===== config.mk =====
export PLATFORM = sky130hd
export DESIGN_NAME = mem_arbiter_flat
export DESIGN_NICKNAME = d
export VERILOG_FILES = /design/src/rtl/mem_arbiter_if.sv /design/src/rtl/mem_arbiter.sv /design/src/flat_wrapper.sv
export SDC_FILE = /design/constraint.sdc
export NUM_CORES = 1
export LEC_CHECK = 0
export CAP_MARGIN = 15
export CORE_AREA = 2 2 105 107
export DETAILED_ROUTE_END_ITERATION = 8
export DIE_AREA = 0 0 107 109
export PLACE_DENSITY_LB_ADDON = 0.15
export SETUP_SLACK_MARGIN = 0.02
export SLEW_MARGIN = 20
export SYNTH_ARGS = -nofsm -noshare
export SYNTH_HDL_FRONTEND = slang
export SYNTH_SLANG_ARGS = --single-unit

===== constraint.sdc =====
create_clock -name CLK -period 5.7 [get_ports CLK]
set_input_delay 0.855 -clock CLK [delete_from_list [all_inputs] [get_ports CLK]]
set_output_delay 0.855 -clock CLK [all_outputs]
set_load 0.03 [all_outputs]

===== src/rtl/mem_arbiter_if.sv =====
// mem_arbiter_if: instruction, data and RAM bus signals of the memory arbiter
interface mem_arbiter_if;
   logic        iREN;
   logic [31:0] iaddr;
   logic        iwait;
   logic [31:0] iload;
   logic        dREN;
   logic        dWEN;
   logic [31:0] daddr;
   logic [31:0] dstore;
   logic        dwait;
   logic [31:0] dload;
   logic        ramREN;
   logic        ramWEN;
   logic [31:0] ramaddr;
   logic [31:0] ramstore;
   logic [31:0] ramload;
   logic [1:0]  ramstate;
   logic        err;
   modport slave (
      input  iREN, iaddr, dREN, dWEN, daddr, dstore, ramload, ramstate,
      output iwait, iload, dwait, dload, ramREN, ramWEN, ramaddr, ramstore, err
   );
   modport master (
      output iREN, iaddr, dREN, dWEN, daddr, dstore, ramload, ramstate,
      input  iwait, iload, dwait, dload, ramREN, ramWEN, ramaddr, ramstore, err
   );
endinterface


===== src/rtl/mem_arbiter.sv =====
// mem_arbiter: grants a single RAM port to instruction or data requester, alternating under contention
module mem_arbiter #(
   parameter logic [7:0] TIMEOUT = 8'd255
) (
   input logic CLK,
   input logic RST,
   mem_arbiter_if.slave bus
);
   typedef enum logic [1:0] {IDLE, DATA, INSTR, FAULT} state_t;
   localparam logic [1:0] ACCESS = 2'd2;
   localparam logic [1:0] ERROR = 2'd3;
   state_t state;
   logic last;
   logic [7:0] cnt;
   logic dreq, access, granted;
   logic [7:0] cnt_inc;
   assign dreq = bus.dREN | bus.dWEN;
   assign access = bus.ramstate == ACCESS;
   assign granted = (state == DATA) ? dreq : bus.iREN;
   assign cnt_inc = (cnt == 8'hFF) ? cnt : cnt + 8'd1;
   // Grant decision, completion, withdrawal and timeout/error handling; last=1 means instruction was granted last
   always_ff @(posedge CLK or posedge RST) begin
      if (RST) begin
         state <= IDLE;
         last <= 1'b1;
         cnt <= 8'd0;
         bus.err <= 1'b0;
      end else begin
         case (state)
            IDLE: begin
               if (dreq && (!bus.iREN || last)) begin
                  state <= DATA;
                  last <= 1'b0;
                  cnt <= 8'd0;
               end else if (bus.iREN) begin
                  state <= INSTR;
                  last <= 1'b1;
                  cnt <= 8'd0;
               end
            end
            DATA, INSTR: begin
               if (access || !granted) state <= IDLE;
               else if (bus.ramstate == ERROR || cnt_inc >= TIMEOUT) begin
                  state <= FAULT;
                  bus.err <= 1'b1;
               end
               if (!access) cnt <= cnt_inc;
            end
            default: bus.err <= 1'b1;
         endcase
      end
   end
   assign bus.ramREN = (state == INSTR) | ((state == DATA) & bus.dREN & ~bus.dWEN);
   assign bus.ramWEN = (state == DATA) & bus.dWEN;
   assign bus.ramaddr = (state == DATA) ? bus.daddr : (state == INSTR) ? bus.iaddr : 32'd0;
   assign bus.ramstore = (state == DATA) ? bus.dstore : 32'd0;
   assign bus.iwait = !((state == INSTR) && access);
   assign bus.dwait = !((state == DATA) && access);
   assign bus.iload = bus.ramload;
   assign bus.dload = bus.ramload;
endmodule


===== src/flat_wrapper.sv =====
// flat-port wrapper written by rule: the top's interface ports become plain ports
module mem_arbiter_flat 
#(
   parameter logic [7:0] TIMEOUT = 8'd255
)
  (CLK, RST, bus_iREN, bus_iaddr, bus_dREN, bus_dWEN, bus_daddr, bus_dstore, bus_ramload, bus_ramstate, bus_iwait, bus_iload, bus_dwait, bus_dload, bus_ramREN, bus_ramWEN, bus_ramaddr, bus_ramstore, bus_err);
  mem_arbiter_if bus_i ();
  input logic CLK;
  input logic RST;
  input wire logic [$bits(bus_i.iREN)-1:0] bus_iREN;
  input wire logic [$bits(bus_i.iaddr)-1:0] bus_iaddr;
  input wire logic [$bits(bus_i.dREN)-1:0] bus_dREN;
  input wire logic [$bits(bus_i.dWEN)-1:0] bus_dWEN;
  input wire logic [$bits(bus_i.daddr)-1:0] bus_daddr;
  input wire logic [$bits(bus_i.dstore)-1:0] bus_dstore;
  input wire logic [$bits(bus_i.ramload)-1:0] bus_ramload;
  input wire logic [$bits(bus_i.ramstate)-1:0] bus_ramstate;
  output wire logic [$bits(bus_i.iwait)-1:0] bus_iwait;
  output wire logic [$bits(bus_i.iload)-1:0] bus_iload;
  output wire logic [$bits(bus_i.dwait)-1:0] bus_dwait;
  output wire logic [$bits(bus_i.dload)-1:0] bus_dload;
  output wire logic [$bits(bus_i.ramREN)-1:0] bus_ramREN;
  output wire logic [$bits(bus_i.ramWEN)-1:0] bus_ramWEN;
  output wire logic [$bits(bus_i.ramaddr)-1:0] bus_ramaddr;
  output wire logic [$bits(bus_i.ramstore)-1:0] bus_ramstore;
  output wire logic [$bits(bus_i.err)-1:0] bus_err;
  assign bus_i.iREN = bus_iREN;
  assign bus_i.iaddr = bus_iaddr;
  assign bus_i.dREN = bus_dREN;
  assign bus_i.dWEN = bus_dWEN;
  assign bus_i.daddr = bus_daddr;
  assign bus_i.dstore = bus_dstore;
  assign bus_i.ramload = bus_ramload;
  assign bus_i.ramstate = bus_ramstate;
  assign bus_iwait = bus_i.iwait;
  assign bus_iload = bus_i.iload;
  assign bus_dwait = bus_i.dwait;
  assign bus_dload = bus_i.dload;
  assign bus_ramREN = bus_i.ramREN;
  assign bus_ramWEN = bus_i.ramWEN;
  assign bus_ramaddr = bus_i.ramaddr;
  assign bus_ramstore = bus_i.ramstore;
  assign bus_err = bus_i.err;
  mem_arbiter #(.TIMEOUT(TIMEOUT)) u_core (.CLK(CLK), .RST(RST), .bus(bus_i));
endmodule

# Word-level counts from Yosys, hierarchy flattened

Cells that the tools add are included.

Mux-type cells: 19
Shifts and indexed selects: 0
Multiply operators: 0
Bitwise gates (word level): 7
Equality and inequality tests: 10
Add/subtract/negate cells: 1
Divide/modulo/power cells: 0
Reduce and logical (&&, ||, !) cells: 18
Magnitude comparators: 1

Operator list:

| cell                                          | number |
|---|---|
| two-way mux 32 bit                            | 3 |
| two-way mux 8 bit                             | 4 |
| case mux 8 bit (2 select lines)               | 1 |
| AND reduction 3 bit                           | 3 |
| adder 8 x 1 -> 8 bit, second input constant   | 1 |
| == test 8 bit, second input constant          | 1 |
| >= comparator 8 bit, second input constant    | 1 |
| two-way mux 2 bit                             | 4 |
| == test 2 bit, second input constant          | 3 |
| two-way mux 1 bit                             | 5 |
| logical NOT 1 bit                             | 4 |
| != test 2 bit, second input constant          | 2 |
| case mux 2 bit (2 select lines)               | 1 |
| nonzero test 2 bit                            | 2 |
| bitwise AND 1 bit                             | 3 |
| logical AND 1 bit                             | 3 |
| logical OR 1 bit                              | 3 |
| != test 3 x 1 -> 1 bit, second input constant | 1 |
| != test 3 x 2 -> 1 bit, second input constant | 1 |
| == test 2 x 1 -> 1 bit, second input constant | 1 |
| logical NOT 2 bit                             | 1 |
| != test 2 x 1 -> 1 bit, second input constant | 1 |
| inverter 1 bit                                | 2 |
| OR 1 bit                                      | 2 |
| 3 further kinds                               | 3 |

Bits in latches: 0
ROM bits: 0
Memory bits (writable): 0
Flip-flop bits (word level): 12
Memories: 0
Input port bits: 135

# Logic depth before layout (Yosys ltp)

Gate-level depths: netlist (run 1).

Depth in word-level cells: 7
Mapped depth: 8
Mapped depth without buffers: 7

# Worst setup path after synthesis (run 1)

OpenSTA, ideal clock, no wires.

Path type: reg2out
From: reg u_core.state[1]
To: out bus_ramaddr[30]
Path slack: 3.213 ns
Arrival: 1.632 ns
Data required time: 4.845 ns
Stages on the path, launching flop included: 6
Cells stage by stage: dfrtp_1 -> inv_1 -> ha_1 -> buf_2 -> clkbuf_1 -> o21ai_0

Cells in the longest elaborated chain, start to end: 3
Elaborated cells between the ends (all ways): 4
Classes of those cells: 2 x eq/ne; 2 x mux

RTL lines:

| element                  | RTL line           | source |
|---|---|---|
| start: declaration       | mem_arbiter.sv:12  | `state_t state;` |
| start signal: assignment | mem_arbiter.sv:24  | `state <= IDLE;` |
| start signal: assignment | mem_arbiter.sv:32  | `state <= DATA;` |
| start signal: assignment | mem_arbiter.sv:36  | `state <= INSTR;` |
| == test 2 bit            | mem_arbiter.sv:55  | `assign bus.ramaddr = (state == DATA) ? bus.daddr : (state == INSTR) ? bus.iaddr : 32'd0;` |
| two-way mux 32 bit       | mem_arbiter.sv:55  |  |
| two-way mux 32 bit (*)   | mem_arbiter.sv:55  |  |
| end: declaration         | flat_wrapper.sv:24 | `output wire logic [$bits(bus_i.ramaddr)-1:0] bus_ramaddr;` |

Mark *: on every way between the ends. The rest lies on a longest branch, timed or not.

# Final worst setup path (run 1)

From: reg u_core.state[1]
To: out bus_ramstore[20]

Cells in the longest elaborated chain, start to end: 2

RTL lines:

| element                | RTL line           | source |
|---|---|---|
| == test 2 x 1 -> 1 bit | mem_arbiter.sv:56  | `assign bus.ramstore = (state == DATA) ? bus.dstore : 32'd0;` |
| two-way mux 32 bit     | mem_arbiter.sv:56  |  |
| end: declaration       | flat_wrapper.sv:25 | `output wire logic [$bits(bus_i.ramstore)-1:0] bus_ramstore;` |

No other way between the ends.

==> impl_metrics.yaml, run 1 <==
synthesis:
  synthCells: 255
  ys_seq_area_share_pct: 15.0
  synthTopCellsByArea: "buf_4, a22o_1, dfrtp_1"
  synth_top_cell_area_share_pct: 23.9
  syn-mean-instance-area_um2: 7.87
  ys.flop_type: "dfrtp_1"
  yosys.cell_types.count: 48
  synth_edf_count: 0
  async_flop_share_pct: 100
  syn-cell-area_um2: 2010
  ys_seq_elements: 12
  synth_fp_nets: 395
  yosysMostFrequentCell: "buf_4"
  ys_warn_count: 0
  yosysTopAreaCell: "buf_4"
  synth_common_cells: "buf_4, a22o_1, and2_1"
layout:
  multiInputGateArea_um2: 1130
  diodes: 0
  layout-drive-gt1-share_pct: 5.68
  syn_to_final_growth_pct: 69.6
  nets: 493
  seq_area_um2: 302
  num-fill-cells: 1107
  final_util_pct: 32.1
worst_setup_path:
  crit_fanout: 47
  slowest_stage: "clkdlybuf4s50_1"
  startpoint_type: "flip-flop"
  crit_type: "flip-flop to output port"
  cp.arrival_ps: 2700
  r2r_setup_slack_ps: 3610
  worstSetupEndpointType: "output port"
  required_ps: 4850
  slowest_delay_ps: 690
  cp_cell_sequence: "inv_1, ha_2, buf_4, and2_1, clkdlybuf4s50_1"
routing:
  vias: 2162
  drc: 0
  wire_per_inst_um: 19.0
  first_pass_iters: 4
  drt-met1-wl_um: 3840
  ant_nets: 0
  met2_length_um: 4410
  via_per_inst: 4.39
  topRoutingLayerUsed: "met4"
  wl_um: 9370
  met3WireLength_um: 1090
  drtIter0Drc: 128
cts:
  clk_latency_ps: 240
  cts_tree: "done"
  cts_setup_buffers: 0
  cts.sinks: 12
  numCtsBuffers: 3
  cts_resized: 0
  clockBufferDepth: 2
  cts-htree-levels: 1
  cts_root_buffer: "clkbuf_8"
  cts.hold.buffers_added: 0
  clk_pin_slew_ps: 50
floorplan:
  initial_core_util_pct: 18.9
  core-area_um2: 10600
  dieHeight_um: 109
  die-area_um2: 11700
  rows: 38
  die_x_um: 107
  pin_count: 268
timing:
  hold_viol: 0
  tightest_slew_ps: 676
  finalCritPeriodShare_pct: 62.3
  finalMaxSlewViolations: 0
  skew_ps: 6.52
  maxSlewHeadroom_pct: 54.9
  grt_setup_unrepaired: "no"
  fin_crit_ps: 3550
  finalSetupTns_ps: 0
  setup_viol: 0
  max_freq_ghz: 0.282
power_and_ir_drop:
  power_uw: 1570
  p_per_area_nw_per_um2: 461
  ir_worst_vdd_mv: 0.182
  power.leakage_uw: 0.00129
global_routing:
  grt_pass1_wl_um: 13000
  first_global_vias: 2094
  grt_max_degree: 48
  grt_overflow: 0
  track_usage_pct: 14.4
  grt_antenna_before_repair: 0
placed_design:
  port_buffers: 171
  gp_congestion: 0.819
  dp_hpwl_um: 7590
worst_hold_path:
  hold_class: "flip-flop to flip-flop"
run:
  drv_cap: 0
status:
  status: "complete, no violations"
## final timing paths
| kind | start | end | cells after the start |
|---|---|---|---|
| setup / recovery | u_core.state[1] | bus_ramstore[20] | 5 |
| hold / removal | u_core.bus.err | u_core.bus.err | 1 |
| setup reg to reg | u_core.cnt[0] | u_core.state[0] | 6 |
| hold reg to reg | u_core.bus.err | u_core.bus.err | 1 |
| max in group asynchronous | RST | u_core.last | 2 |
| min in group asynchronous | RST | u_core.cnt[0] | 2 |
## placed cells by master, fill, tap and decap left out, drive strengths merged, types with 5 or more instances in the layout
| master | count |
|---|---|
| clkdlybuf4s50 | 171 |
| a22o | 33 |
| and2 | 33 |
| nand2 | 14 |
| dfrtp | 11 |
| o21ai | 11 |
| nor2 | 10 |
| inv | 7 |
| a21oi | 5 |
| ha | 5 |
## report_power, final
group	internal [uW]	switching [uW]
registers	108	30.6
clock network	49.1	29.6
logic	586	766
## kinds of logic after synthesis
logic type	count (synthesis)	share of synthesized area [%]
AND/OR/NAND/NOR	75	21.8
XOR/XNOR	1	0.436
buffers and inverters	87	28.9
multiplexers	1	0.499
flip-flops	12	15.0
AO/OA/AOI/OAI	74	30.2
adder cells (fa/ha/maj)	5	3.12
## area by class of cell
type                    count  area share, %
flip-flops and latches     12           8.86
repair buffers            173           50.7
well taps                 140           5.15
multi-input cells         156           33.2
inverters                   7          0.772
clock buffers               4           1.32
## metrics by stage
stage / area (um2) / hold slack [ps] / setup slack, ps / instances
after floorplan: 2010 / 526 / 3210 / 255
after global placement: 3360 / 482 / 2180 / 488
after detailed placement: 3360 / 468 / 2150 / 488
after CTS: 3400 / 484 / 2120 / 492
after global routing: 3400 / 517 / 1970 / 492
final: 3400 / 478 / 2150 / 492
## sequential cells by signal (all words and copies together), names as in the netlist
register and flops:
u_core.bus.err 1, u_core.cnt 8, u_core.last 1, u_core.state 2
## critical path, delay by kind of cell, from the launching register on
kind	cells	cell delay, ps
buf+inv	3	1280
fa+ha+maj	1	500
flops	1	400
simple gates	1	260
## per-layer routing
metal  global-route usage [%]  vias up
met5                        0        -
met4                     1.48        0
met3                     6.46        2
met2                     23.1      130
met1                     18.5      996
li1                         -     1034
Note: power is estimated with default switching activity, not from simulation.
==> run 2: changes to the inputs <==
--- a/config.mk
+++ b/config.mk
@@ -6,9 +6,9 @@
 export NUM_CORES = 1
 export LEC_CHECK = 0
 export CAP_MARGIN = 15
-export CORE_AREA = 2 2 105 107
+export CORE_AREA = 2 2 103 105
 export DETAILED_ROUTE_END_ITERATION = 8
-export DIE_AREA = 0 0 107 109
+export DIE_AREA = 0 0 105 107
 export PLACE_DENSITY_LB_ADDON = 0.15
 export SETUP_SLACK_MARGIN = 0.02
 export SLEW_MARGIN = 20
==> constraint.sdc (replaced) <==
create_clock -name CLK -period 3.1 [get_ports CLK]
set_input_delay 0.465 -clock CLK [delete_from_list [all_inputs] [get_ports CLK]]
set_output_delay 0.465 -clock CLK [all_outputs]
set_load 0.03 [all_outputs]
==> impl_metrics.yaml, run 2 (synthesis results as in run 1) <==
global_routing:
  grt_max_degree: 52
  grt_antenna_before_repair: 0
  track_usage_pct: 16.5
  grt_pass1_wl_um: 14200
  grt_overflow: 0
  first_global_vias: 2269
timing:
  setup_viol: 0
  finalMaxSlewViolations: 0
  skew_ps: 2.77
  maxSlewHeadroom_pct: 65.1
  worst_slack_ps: 163
  hold_viol: 0
  tightest_slew_ps: 510
  timing.hold.ws_ps: 503
  grt_setup_unrepaired: "no"
  max_freq_ghz: 0.341
  fin_crit_ps: 2940
  finalSetupTns_ps: 0
  finalCritPeriodShare_pct: 94.7
worst_setup_path:
  cp.arrival_ps: 2470
  rr_worst_depth: 7
  startpoint: "u_core.state[1]"
  startpoint_type: "flip-flop"
  required_ps: 2630
  r2r-end: "u_core.state[1]"
  worstSetupEndpointType: "output port"
  crit_type: "flip-flop to output port"
  crit_fanout: 31
  r2r_setup_slack_ps: 1050
  crit-reg2reg-launch: "u_core.state[0]"
routing:
  vias: 2152
  wire_per_inst_um: 20.0
  wl_um: 9780
  ant_nets: 0
  via_per_inst: 4.40
  first_pass_iters: 4
  drc: 0
  drtIter0Drc: 85
floorplan:
  dieHeight_um: 107
  core-area_um2: 10100
  die-area_um2: 11200
  initial_core_util_pct: 19.9
  pin_count: 268
  die_x_um: 105
  rows: 37
worst_hold_path:
  min_to: "u_core.bus.err"
  min_from: "u_core.bus.err"
  hold_depth: 1
  hold_class: "flip-flop to flip-flop"
cts:
  cts_root_buffer: "clkbuf_8"
  cts_tree: "done"
  cts-htree-levels: 1
  clk_pin_slew_ps: 50
  cts.hold.buffers_added: 0
  clockBufferDepth: 2
  cts_setup_buffers: 0
  numCtsBuffers: 3
  clk_latency_ps: 250
  cts.sinks: 12
  cts_resized: 0
layout:
  layout-drive-gt1-share_pct: 5.95
  regMostFlops: "u_core.cnt"
  top_regs: "u_core.cnt x8, u_core.state x2"
  largest_reg_flops: 8
  nets: 494
  final_cell_mix: "clkdlybuf4s50_1, a22o_1, and2_1"
  layout.cells.non_filler: 489
  final_common_cell: "clkdlybuf4s50_1"
  syn_to_final_growth_pct: 70.4
  diodes: 0
power_and_ir_drop:
  p_clk_share_pct: 5.3
  power.leakage_uw: 0.00130
  p_seq_share_pct: 8.8
  power.share.combinational_pct: 86.0
  p_per_area_nw_per_um2: 850
  ir_worst_vdd_mv: 0.280
  power_uw: 2910
  internal_power_uw: 1380
  p_sw_share_pct: 52.5
  p_sw_uw: 1530
placed_design:
  gp_congestion: 0.851
  dp_hpwl_um: 7990
  port_buffers: 171
  dp.cells: 485
  dp_slack_ps: 446
run:
  drv_cap: 0
status:
  status: "complete, no violations"
==> run 2: power by group through the flow <==
stage               combinational, uW  clock, uW  sequential [uW]
floorplan                        1690          0              236
finish                           2500        153              255
global route                     2660        164              262
CTS                              2520        158              256
global placement                 2510          0              258
detailed placement               2500          0              258
==> run 2: worst max-delay path by stage <==
stage                 endpoint  cells after the start
3_3_place_gp    bus_ramaddr[0]                      6
2_1_floorplan  bus_ramaddr[30]                      5
6_report        bus_ramaddr[2]                      6
3_5_place_dp    bus_ramaddr[0]                      6
4_1_cts         bus_ramaddr[2]                      6
5_1_grt         bus_ramaddr[2]                      6
==> run 2: critical path, stage by stage, from the launching register on <==
cell	delay, ps
dfrtp_1	380
inv_1	100
ha_2	320
nor2b_2	150
buf_4	340
a22o_1	210
clkdlybuf4s50_1	720
==> run 2: layer usage <==
metal  global-route usage [%]  vias up  part of all wire, %
li1                         -     1031                    -
met1                     20.8      970                   44
met2                     25.7      145                   44
met3                     7.72        6                   12
met4                     3.43        0                 0.65
met5                        0        -                    0
==> run 2: area by class of cell <==
class | instances | area, um2
fill | 1093 | 6670
clock buffer | 4 | 45.0
tap | 136 | 170
timing repair buffer | 174 | 1750
multi-input combinational | 156 | 1130
inverter | 7 | 26.3
sequential | 12 | 302
==> run 2: metrics by stage <==
stage                     instance area (um2)  util [%]
after floorplan                          2010         -
after global placement                   3370      33.4
after detailed placement                 3370      33.4
after CTS                                3420      33.9
after global routing                     3420      33.9
final                                    3420      33.9
